File: config.mk
export PLATFORM = sky130hd
export DESIGN_NAME = dzcpu_useq
export DESIGN_NICKNAME = d
export VERILOG_FILES = /design/src/rtl/dzcpu_useq_pkg.sv /design/src/rtl/dzcpu_useq_flowdec.sv /design/src/rtl/dzcpu_useq.sv
export SDC_FILE = /design/constraint.sdc
export NUM_CORES = 1
export LEC_CHECK = 0
export CAP_MARGIN = 20
export CORE_MARGIN = 2
export CORE_UTILIZATION = 50
export CTS_CLUSTER_SIZE = 24
export DETAILED_ROUTE_END_ITERATION = 16
export DONT_BUFFER_PORTS = 1
export PLACE_DENSITY = 0.77
export SYNTH_ARGS = -nofsm -noshare
export SYNTH_HDL_FRONTEND = slang
export SYNTH_SLANG_ARGS = --single-unit
File: constraint.sdc
create_clock -name iClock -period 2.3 [get_ports iClock]
set_input_delay 0.46 -clock iClock [delete_from_list [all_inputs] [get_ports iClock]]
set_output_delay 0.46 -clock iClock [all_outputs]
set_load 0.05 [all_outputs]
File: src/rtl/dzcpu_useq_pkg.sv
// Shared z80 micro-sequencer definitions: states, flow codes and fixed flow indices.
package dzcpu_useq_pkg;

    typedef enum logic [2:0] {
        StFetch      = 3'd0,
        StDispatch   = 3'd1,
        StExec       = 3'd2,
        StCbFetch    = 3'd3,
        StCbDispatch = 3'd4
    } useq_state_e;

    // Flow field carried in iUop[12:9]; codes 10-15 are treated as FlowOp.
    localparam logic [3:0] FlowOp          = 4'd0;
    localparam logic [3:0] FlowInc         = 4'd1;
    localparam logic [3:0] FlowEof         = 4'd2;
    localparam logic [3:0] FlowIncEof      = 4'd3;
    localparam logic [3:0] FlowEofFu       = 4'd4;
    localparam logic [3:0] FlowIncEofFu    = 4'd5;
    localparam logic [3:0] FlowUpdateFlags = 4'd6;
    localparam logic [3:0] FlowIncEofZ     = 4'd7;
    localparam logic [3:0] FlowIncEofNz    = 4'd8;
    localparam logic [3:0] FlowNop         = 4'd9;

    localparam logic [4:0] OpJcb      = 5'h1F;
    localparam logic [7:0] IntFlowIdx = 8'd238;

endpackage

File: src/rtl/dzcpu_useq_flowdec.sv
// Combinational decode of the micro-op flow field and op code into sequencer controls.
module dzcpu_useq_flowdec
    import dzcpu_useq_pkg::*;
(
    input  logic [3:0] i_flow,
    input  logic [4:0] i_op,
    input  logic       i_flag_z,
    output logic       o_inc,
    output logic       o_update_flags,
    output logic       o_eof_taken,
    output logic       o_jcb
);

    always_comb begin
        o_inc          = 1'b0;
        o_update_flags = 1'b0;
        o_eof_taken    = 1'b0;
        case (i_flow)
            FlowInc: o_inc = 1'b1;
            FlowEof: o_eof_taken = 1'b1;
            FlowIncEof: begin
                o_inc       = 1'b1;
                o_eof_taken = 1'b1;
            end
            FlowEofFu: begin
                o_update_flags = 1'b1;
                o_eof_taken    = 1'b1;
            end
            FlowIncEofFu: begin
                o_inc          = 1'b1;
                o_update_flags = 1'b1;
                o_eof_taken    = 1'b1;
            end
            FlowUpdateFlags: o_update_flags = 1'b1;
            FlowIncEofZ: begin
                o_inc       = 1'b1;
                o_eof_taken = i_flag_z;
            end
            FlowIncEofNz: begin
                o_inc       = 1'b1;
                o_eof_taken = ~i_flag_z;
            end
            default: ;
        endcase
    end

    assign o_jcb = (i_op == OpJcb);

endmodule

File: src/rtl/dzcpu_useq.sv
// Micro-sequencer: fetches opcodes, dispatches through the flow LUTs and steps the ucode ROM.
module dzcpu_useq
    import dzcpu_useq_pkg::*;
(
    input  logic        iClock,
    input  logic        iReset_n,
    input  logic [7:0]  iMop,
    input  logic [7:0]  iFlowIdx,
    input  logic [7:0]  iCbFlowIdx,
    input  logic [12:0] iUop,
    input  logic        iFlagZ,
    input  logic        iStall,
    input  logic        iIntReq,
    output logic [7:0]  oMop,
    output logic [7:0]  oUopAddr,
    output logic        oUopValid,
    output logic [8:0]  oUopBody,
    output logic        oPcInc,
    output logic        oUpdateFlags,
    output logic        oEof,
    output logic        oIntAck
);

    useq_state_e r_state, w_state_d;
    logic [7:0]  r_upc, w_upc_d;
    logic [7:0]  r_mop, w_mop_d;
    logic        w_inc, w_update_flags, w_eof_taken, w_jcb;

    dzcpu_useq_flowdec u_flowdec (
        .i_flow         (iUop[12:9]),
        .i_op           (iUop[8:4]),
        .i_flag_z       (iFlagZ),
        .o_inc          (w_inc),
        .o_update_flags (w_update_flags),
        .o_eof_taken    (w_eof_taken),
        .o_jcb          (w_jcb)
    );

    always_comb begin
        w_state_d    = r_state;
        w_upc_d      = r_upc;
        w_mop_d      = r_mop;
        oUopValid    = 1'b0;
        oPcInc       = 1'b0;
        oUpdateFlags = 1'b0;
        oEof         = 1'b0;
        oIntAck      = 1'b0;
        if (!iStall) begin
            case (r_state)
                StFetch: begin
                    w_mop_d   = iMop;
                    w_state_d = StDispatch;
                end
                StDispatch: begin
                    w_upc_d   = iFlowIdx;
                    w_state_d = StExec;
                end
                StCbFetch: begin
                    w_mop_d   = iMop;
                    w_state_d = StCbDispatch;
                end
                StCbDispatch: begin
                    w_upc_d   = iCbFlowIdx;
                    w_state_d = StExec;
                end
                StExec: begin
                    oUopValid    = 1'b1;
                    oPcInc       = w_inc;
                    oUpdateFlags = w_update_flags;
                    // JCB overrides any end-of-flow meaning of the flow field.
                    if (w_jcb) begin
                        w_state_d = StCbFetch;
                    end else if (w_eof_taken) begin
                        oEof = 1'b1;
                        if (iIntReq) begin
                            oIntAck = 1'b1;
                            w_upc_d = IntFlowIdx;
                        end else begin
                            w_state_d = StFetch;
                        end
                    end else begin
                        w_upc_d = r_upc + 8'd1;
                    end
                end
                default: w_state_d = StFetch;
            endcase
        end
    end

    always_ff @(posedge iClock or negedge iReset_n) begin
        if (!iReset_n) begin
            r_state <= StFetch;
            r_upc   <= 8'd0;
            r_mop   <= 8'd0;
        end else begin
            r_state <= w_state_d;
            r_upc   <= w_upc_d;
            r_mop   <= w_mop_d;
        end
    end

    assign oMop     = r_mop;
    assign oUopAddr = r_upc;
    assign oUopBody = iUop[8:0];

endmodule

==> flow_summary.ini, run 1 <==
[final_layout]
drive_gt1_share_pct = 31.7
fillerInstances = 265
n_antenna_cell = 0
multi_input_area_um2 = 857
synthToLayoutAreaGrowth_pct = 5.47
regArea_um2 = 477
fin_nets = 186
final_cells = 173
design_area_um2 = 1520

[worst_setup_path]
reg2reg_depth = 4
worst-path-max-fanout = 9
critPathBufInv = 3
cp.arrival_ps = 1690
crit_family = buffers and inverters
worstPathCellList = buf_4 > nor2_2 > nand2_1 > buf_4 > nor3_2 > buf_4
reg2reg_from = r_state[0]
rrSetupSlack_ps = 250
cpMostUsedCell = buf_4
r2r-end = oUopAddr[2]
cp.required_ps = 1840
end_kind = output pin
slowest_stage = dfrtp_1
critical_path_class = reg2out
cp-start-kind = flip-flop
max_stage_delay_ps = 400

[clock_tree]
cts_tree = yes
cts-htree-levels = 1
cts_made_buffers = 3
cts.clk_slew.worst_paths_ps = 100
clkSinkCount = 19
clk_path_buf_depth = 2
cts_setup_buffers = 0
clock_latency_ps = 300
root_buffer = clkbuf_4

[pwr]
p_sw_share_pct = 55.2
clock_power_share_pct = 6.7
power_density_nw_per_um2 = 1640
p_total_w = 0.00249
power_switching_w = 0.00137
power.internal_w = 0.00111
max-vdd-ir-drop_mv = 1.13
combinationalPowerShare_pct = 51.6
seqPwrFrac_pct = 41.7
power_leakage_nw = 0.584

[routing]
wl_per_cell_um = 18.2
drtIter0Drc = 37
ant_nets = 0
drtPass1Iterations = 4
vias = 1185
wl_um = 3150
via_per_inst = 6.85
drc = 0

[place]
dp_hpwl_um = 2480
place_inst = 168
dpl-instance-area_um2 = 1480
port_buffers = 0
gp_congestion = 0.863

[yosys]
synthFlopType = dfrtp_1
synthCells = 140
ys_ff_latch = 19
synth_area_um2 = 1440
synth-seq-area-share_pct = 33.0
syn_avg_cell_area_um2 = 10.3
yosysWarnings = 0
ys_types = 47
async_flop_share_pct = 100
synthesis.nets = 183
synth_edf_count = 0

[global_route]
overflow = 0
antenna_found_initial = 0
grt_usage_pct = 20.2
grt_pass1_wl_um = 5330
grt_pass1_vias = 1125
grt_max_degree = 20

[timing]
slew_headroom_pct = 43.0
fin_crit_sh_pct = 93.5
report.final.slew_viol_count = 0
max_freq_mhz = 465
setup_viol = 0
hold_viol_final = 0
post-route-min-period_ps = 2150
fin_setup_tns_ps = 0
clock-skew-final_ps = 5.90
worst_pin_slew_ps = 852
rsz0062_at_grt = no

[worst_hold_path]
min_from = iStall
hold_class = in2reg
holdPathStages = 1
min_to = r_state[0]

[die]
start_util_pct = 52.2
die_w_um = 57.7
core_region_area_um2 = 2760
die_y_um = 57.7
rows = 19
die-area_um2 = 3330
num_io_pins = 72

[run_status]
status = finished clean

[job]
cap_violations = 0
## final cells by class
class | instances | share of cell area [%]
clock buffers | 3 | 1.48
clock inverters | 1 | 0.329
inverters | 3 | 0.741
multi-input cells | 102 | 56.4
flip-flops and latches | 19 | 31.4
well taps | 31 | 2.55
repair buffers | 14 | 7.08
## synthesized netlist by cell type (4+ instances only)
master / instances / area [um^2]
dfrtp_1: 19 / 475
buf_4: 11 / 82.6
nand2_1: 11 / 41.3
nor2_1: 8 / 30.0
a22o_1: 7 / 61.3
a22oi_1: 8 / 60.1
mux2_2: 9 / 101
a31oi_1: 8 / 50.1
o22a_1: 4 / 35.0
o21ai_0: 5 / 25.0
## metal layers
layer  wire length (um)  GRT usage (%)
met1               1260           25.1
met2               1600           33.9
met3                268           6.70
met4                 23           4.65
met5                  0              0
## state kept, by name, summed over array words and instances (netlist names)
register and flops:
oMop 8, r_state 3, oUopAddr 8
## power groups by stage
stage	registers, W	clock network (W)	logic (W)
finish	0.00104	0.000168	0.00128
global placement	0.00103	0	0.00123
floorplan	0.00112	0	0.000966
detailed placement	0.00104	0	0.00127
CTS	0.00103	0.000176	0.00128
global route	0.00106	0.000190	0.00140
## layout by cell type, fill, tap and decap left out, types with 3 or more instances in the layout
cell type   n
dfrtp_1    18
buf_4      13
nand2_1    11
mux2_2      9
a22oi_1     8
a31oi_1     8
nor2_1      7
a22o_1      7
o21ai_0     5
o22a_1      4
nand3_1     3
a21oi_1     3
clkbuf_4    3
## stage by stage
step                      setup WS, ps  util [%]  hold WS (ps)
after floorplan                   -385         -           164
after global placement             191      53.6           165
after detailed placement           164      53.6           165
after CTS                         87.6      54.9           258
after global routing              11.7      55.1           249
final                              150      55.1           272
## worst max path at each step
| stage | startpoint | endpoint | slack, ps | depth (start not counted) |
|---|---|---|---|---|
| after floorplan | iUop[10] | oIntAck | -380 | 5 |
| after global placement | iUop[10] | oIntAck | 190 | 5 |
| after detailed placement | iUop[10] | oIntAck | 160 | 5 |
| after CTS | r_state[0] | oPcInc | 90 | 5 |
| after global routing | r_state[2] | oIntAck | 10 | 5 |
| final | r_state[2] | oPcInc | 150 | 6 |
## timing repair
action	in CTS	in global routing
hold buffers	1	0
endpoints found under the hold margin	19	0
endpoints found under the setup margin	0	3
resized for setup	0	2
## worst register-to-register path, stage by stage (launching register included)
cell and delay [ps]:
dfrtp_2 500, nor2b_1 520, o21bai_1 290, o32a_4 310
o32a_1 330
## cell families (layout without fill, tap and decap cells)
kind of cell,count (synthesis),after routing,share of synthesized area (%)
AND/OR/NAND/NOR,41,41,18.2
AO/OA/AOI/OAI,50,50,31.2
XOR/XNOR,1,1,0.608
buffers and inverters,19,21,9.04
adder cells (fa/ha/maj),1,1,0.869
flip-flops,19,19,33.0
multiplexers,9,9,7.04
Note: power is estimated with default switching activity, not from simulation.
==> run 2: changes to the inputs <==
--- a/config.mk
+++ b/config.mk
@@ -8,6 +8,7 @@
 export CAP_MARGIN = 20
 export CORE_MARGIN = 2
 export CORE_UTILIZATION = 50
+export CTS_BUF_LIST = sky130_fd_sc_hd__clkbuf_8 sky130_fd_sc_hd__clkbuf_16
 export CTS_CLUSTER_SIZE = 24
 export DETAILED_ROUTE_END_ITERATION = 16
 export DONT_BUFFER_PORTS = 1
@@ -15,3 +16,4 @@
 export SYNTH_ARGS = -nofsm -noshare
 export SYNTH_HDL_FRONTEND = slang
 export SYNTH_SLANG_ARGS = --single-unit
+export TNS_END_PERCENT = 5
==> flow_summary.ini, run 2 (synthesis gave the netlist of run 1 again) <==
[pwr]
power_density_nw_per_um2 = 1650
power_switching_w = 0.00138
max-vdd-ir-drop_mv = 1.28
seqPwrFrac_pct = 41.6
clock_power_share_pct = 8.8
p_sw_share_pct = 54.1
power_leakage_nw = 0.599
combinationalPowerShare_pct = 49.6
p_total_w = 0.00255
power.internal_w = 0.00117

[clock_tree]
clk_path_buf_depth = 2
cts.clk_slew.worst_paths_ps = 60
cts_tree = yes
clock_latency_ps = 250
root_buffer = clkbuf_8
clkSinkCount = 19
cts-htree-levels = 1
cts_made_buffers = 3

[final_layout]
multi_input_area_um2 = 846
fillerInstances = 234
n_antenna_cell = 0
final_common_cell = dfrtp_1
drive_gt1_share_pct = 29.4
regArea_um2 = 475
synthToLayoutAreaGrowth_pct = 7.30
final_cell_mix = dfrtp_1, buf_4, nand2_1
final_cells = 174
design_area_um2 = 1550
fin_nets = 187

[worst_setup_path]
rrSetupSlack_ps = 300
r2r-end = oUopAddr[2]
reg2reg_depth = 4
cp.required_ps = 1840
cpMostUsedCell = buf_4
max_stage_delay_ps = 510
worstPathCellList = nor2_1 > nand2_1 > buf_4 > nor3_1 > buf_4
cp.arrival_ps = 1720
crit_path_start = r_state[0]
worst-path-max-fanout = 9
slowest_stage = dfrtp_1
critical_path_class = reg2out
reg2reg_from = r_state[0]
cp-start-kind = flip-flop
end_kind = output pin

[timing]
slew_headroom_pct = 44.8
setup_viol = 0
report.final.slew_viol_count = 0
hold_viol_final = 0
fin_crit_sh_pct = 94.6
clock-skew-final_ps = 5.23
max_freq_mhz = 459
rsz0062_at_grt = no
post-route-min-period_ps = 2180
worst_pin_slew_ps = 825

[die]
rows = 19
start_util_pct = 52.2
core_region_area_um2 = 2760
num_io_pins = 72
die-area_um2 = 3330
die_w_um = 57.7
die_y_um = 57.7

[routing]
drtIter0Drc = 44
via_per_inst = 6.64
vias = 1156
drtPass1Iterations = 5
wl_per_cell_um = 18.3
drc = 0
wl_um = 3180
ant_nets = 0

[job]
cap_violations = 0

[place]
dpl-instance-area_um2 = 1490
dp_hpwl_um = 2530
port_buffers = 0
gp_congestion = 0.814
place_inst = 169

[worst_hold_path]
min_to = r_state[0]
holdPathStages = 1
hold_class = in2reg
min_from = iStall

[global_route]
overflow = 0
grt_max_degree = 20
antenna_found_initial = 0
grt_usage_pct = 19.6
grt_pass1_wl_um = 5140
grt_pass1_vias = 1110

[run_status]
status = finished clean
[run 2: through the flow]
step                      setup slack (ps)  util, %  hold slack [ps]  setup TNS, ps
after floorplan                       -385        -              164           -941
after global placement                 190     54.0              165              0
after detailed placement               157     54.0              165              0
after CTS                              133     56.0              316              0
after global routing                  53.0     56.0              319              0
final                                  124     56.0              318              0
[run 2: repair_timing]
action	in CTS	in global routing
endpoints found under the hold margin	19	0
gates resized for setup	0	0
buffers inserted	0	0
hold buffers	1	0
[run 2: final cells by class]
type	instances	area share (%)
Inverter	3	0.729
Timing Repair Buffer	15	8.26
Multi-Input combinational cell	102	54.7
Sequential cell	19	30.8
Clock inverter	1	0.324
Clock buffer	3	2.67
Tap cell	31	2.51
[run 2: power groups by stage]
stage | sequential [W] | combinational (W) | clock [W]
floorplan | 0.00112 | 0.000961 | 0
global placement | 0.00106 | 0.00121 | 0
detailed placement | 0.00107 | 0.00125 | 0
CTS | 0.00106 | 0.00126 | 0.000229
global route | 0.00108 | 0.00137 | 0.000245
finish | 0.00106 | 0.00126 | 0.000224
[run 2: worst max-delay path: cells and delay by family, from the launching register on]
kind          cells  cell delay, ps
simple gates      3             530
flops             1             510
buf+inv           2             420
[run 2: routing by layer]
layer  track usage [%]  share of wire, %  vias to the layer above
met1              25.1                41                      558
met5                 0                 0                        -
met4              3.32                 0                        0
li1                  -                 -                      545
met2              33.8                52                       53
met3              5.13               6.9                        0
[run 2: how the worst max path moves through the flow]
stage	endpoint	cells past startpoint
final	oPcInc	5
after global routing	oPcInc	5
after detailed placement	oIntAck	5
after global placement	oIntAck	5
after floorplan	oIntAck	5
after CTS	oPcInc	5
==> run 3: changes to the inputs <==
==> constraint.sdc (replaced) <==
create_clock -name iClock -period 2.31 [get_ports iClock]
set_input_delay 0.462 -clock iClock [delete_from_list [all_inputs] [get_ports iClock]]
set_output_delay 0.462 -clock iClock [all_outputs]
set_load 0.05 [all_outputs]
==> flow_summary.ini, run 3 (synthesis gave the netlist of run 1 again) <==
[final_layout]
n_antenna_cell = 0
synthToLayoutAreaGrowth_pct = 7.30
final_cell_mix = dfrtp_1, buf_4, nand2_1
drive_gt1_share_pct = 29.4
final_common_cell = dfrtp_1
fin_nets = 187

[die]
num_io_pins = 72
die_y_um = 57.7
die-area_um2 = 3330
die_w_um = 57.7
core_region_area_um2 = 2760
rows = 19
start_util_pct = 52.2

[worst_setup_path]
critPathBufInv = 2
end_kind = output pin
cp.required_ps = 1850
slowest_stage = dfrtp_1
crit_family = flip-flops
critical_path_class = reg2out
cp.arrival_ps = 1700
max_stage_delay_ps = 520
worstPathCellList = nor2_1 > nand2_1 > buf_4 > nor3_1 > buf_4
reg2reg_from = r_state[0]
cp-start-kind = flip-flop
cpMostUsedCell = buf_4
worst-path-max-fanout = 10
crit_path_start = r_state[2]

[pwr]
max-vdd-ir-drop_mv = 1.28
power_leakage_nw = 0.599
power_density_nw_per_um2 = 1650
p_total_w = 0.00255

[timing]
max_freq_mhz = 461
rsz0062_at_grt = no
clock-skew-final_ps = 1.80
fin_crit_sh_pct = 93.8
worst_pin_slew_ps = 841
setup_viol = 0
post-route-min-period_ps = 2170
hold_slack_ps = 311
report.final.slew_viol_count = 0
slew_headroom_pct = 43.7
hold_viol_final = 0

[global_route]
overflow = 0
antenna_found_initial = 0
grt_pass1_vias = 1267
grt_usage_pct = 21.6
grt_pass1_wl_um = 5640
grt_max_degree = 20

[clock_tree]
cts_setup_buffers = 0
root_buffer = clkbuf_8
cts_tree = yes
cts.clk_slew.worst_paths_ps = 70
ctsHoldBuffers = 1
clock_latency_ps = 260
clk_path_buf_depth = 2
cts-htree-levels = 1
cts_resized = 0
cts_made_buffers = 3
clkSinkCount = 19

[worst_hold_path]
min_from = iStall
hold_class = in2reg

[run_status]
status = finished clean

[place]
gp_congestion = 0.848
dp_hpwl_um = 2630
port_buffers = 0

[routing]
wl_um = 3340
via_per_inst = 6.83
drc = 0
wl_per_cell_um = 19.2
drtPass1Iterations = 6
vias = 1189
drtIter0Drc = 25
ant_nets = 0

[job]
cap_violations = 0
## run 3: cell counts in the layout (fill, tap and decap cells not counted)
No cell type changed its count.
## run 3: final timing paths
check,to,slack [ps],cells after the start
min in group asynchronous,oMop[3],750,1
min,r_state[0],310,1
max reg2reg,oUopAddr[2],320,5
min reg2reg,oUopAddr[4],710,2
max in group asynchronous,oMop[6],1040,1
max,oPcInc,140,5
## run 3: routing by layer
layer	part of all wire, %	global-route usage, %
met5	0	0
met4	1.1	6.64
met3	8.4	7.14
met2	52	37.5
met1	38	25.1
## run 3: worst reg2reg max path, cell delays in order (launching register included)
cell and delay [ps]:
dfrtp_1 510, nor4b_4 410, o21ai_2 150, o32ai_4 470, o41a_1 250, o32a_1 150
## run 3: stage by stage
step	instances	instance area (um^2)	setup WS, ps	utilization, %	setup TNS [ps]
4_1_cts	174	1550	137	56.0	0
2_1_floorplan	140	1450	-379	-	-909
3_5_place_dp	169	1490	168	54.0	0
3_3_place_gp	169	1490	196	54.0	0
6_report	174	1550	143	56.0	0
5_1_grt	174	1550	20.9	56.0	0
## run 3: cell type report
class	instances	area, um^2
multi-input combinational	102	846
tap	31	38.8
timing repair buffer	15	128
inverter	3	11.3
clock inverter	1	5.00
sequential	19	475
fill	228	1210
clock buffer	3	41.3
## run 3: power by group
part | internal [W] | switching, W | leakage [nW]
clock | 0.000120 | 0.000110 | 0.0255
combinational | 0.000549 | 0.000711 | 0.350
sequential | 0.000496 | 0.000560 | 0.224
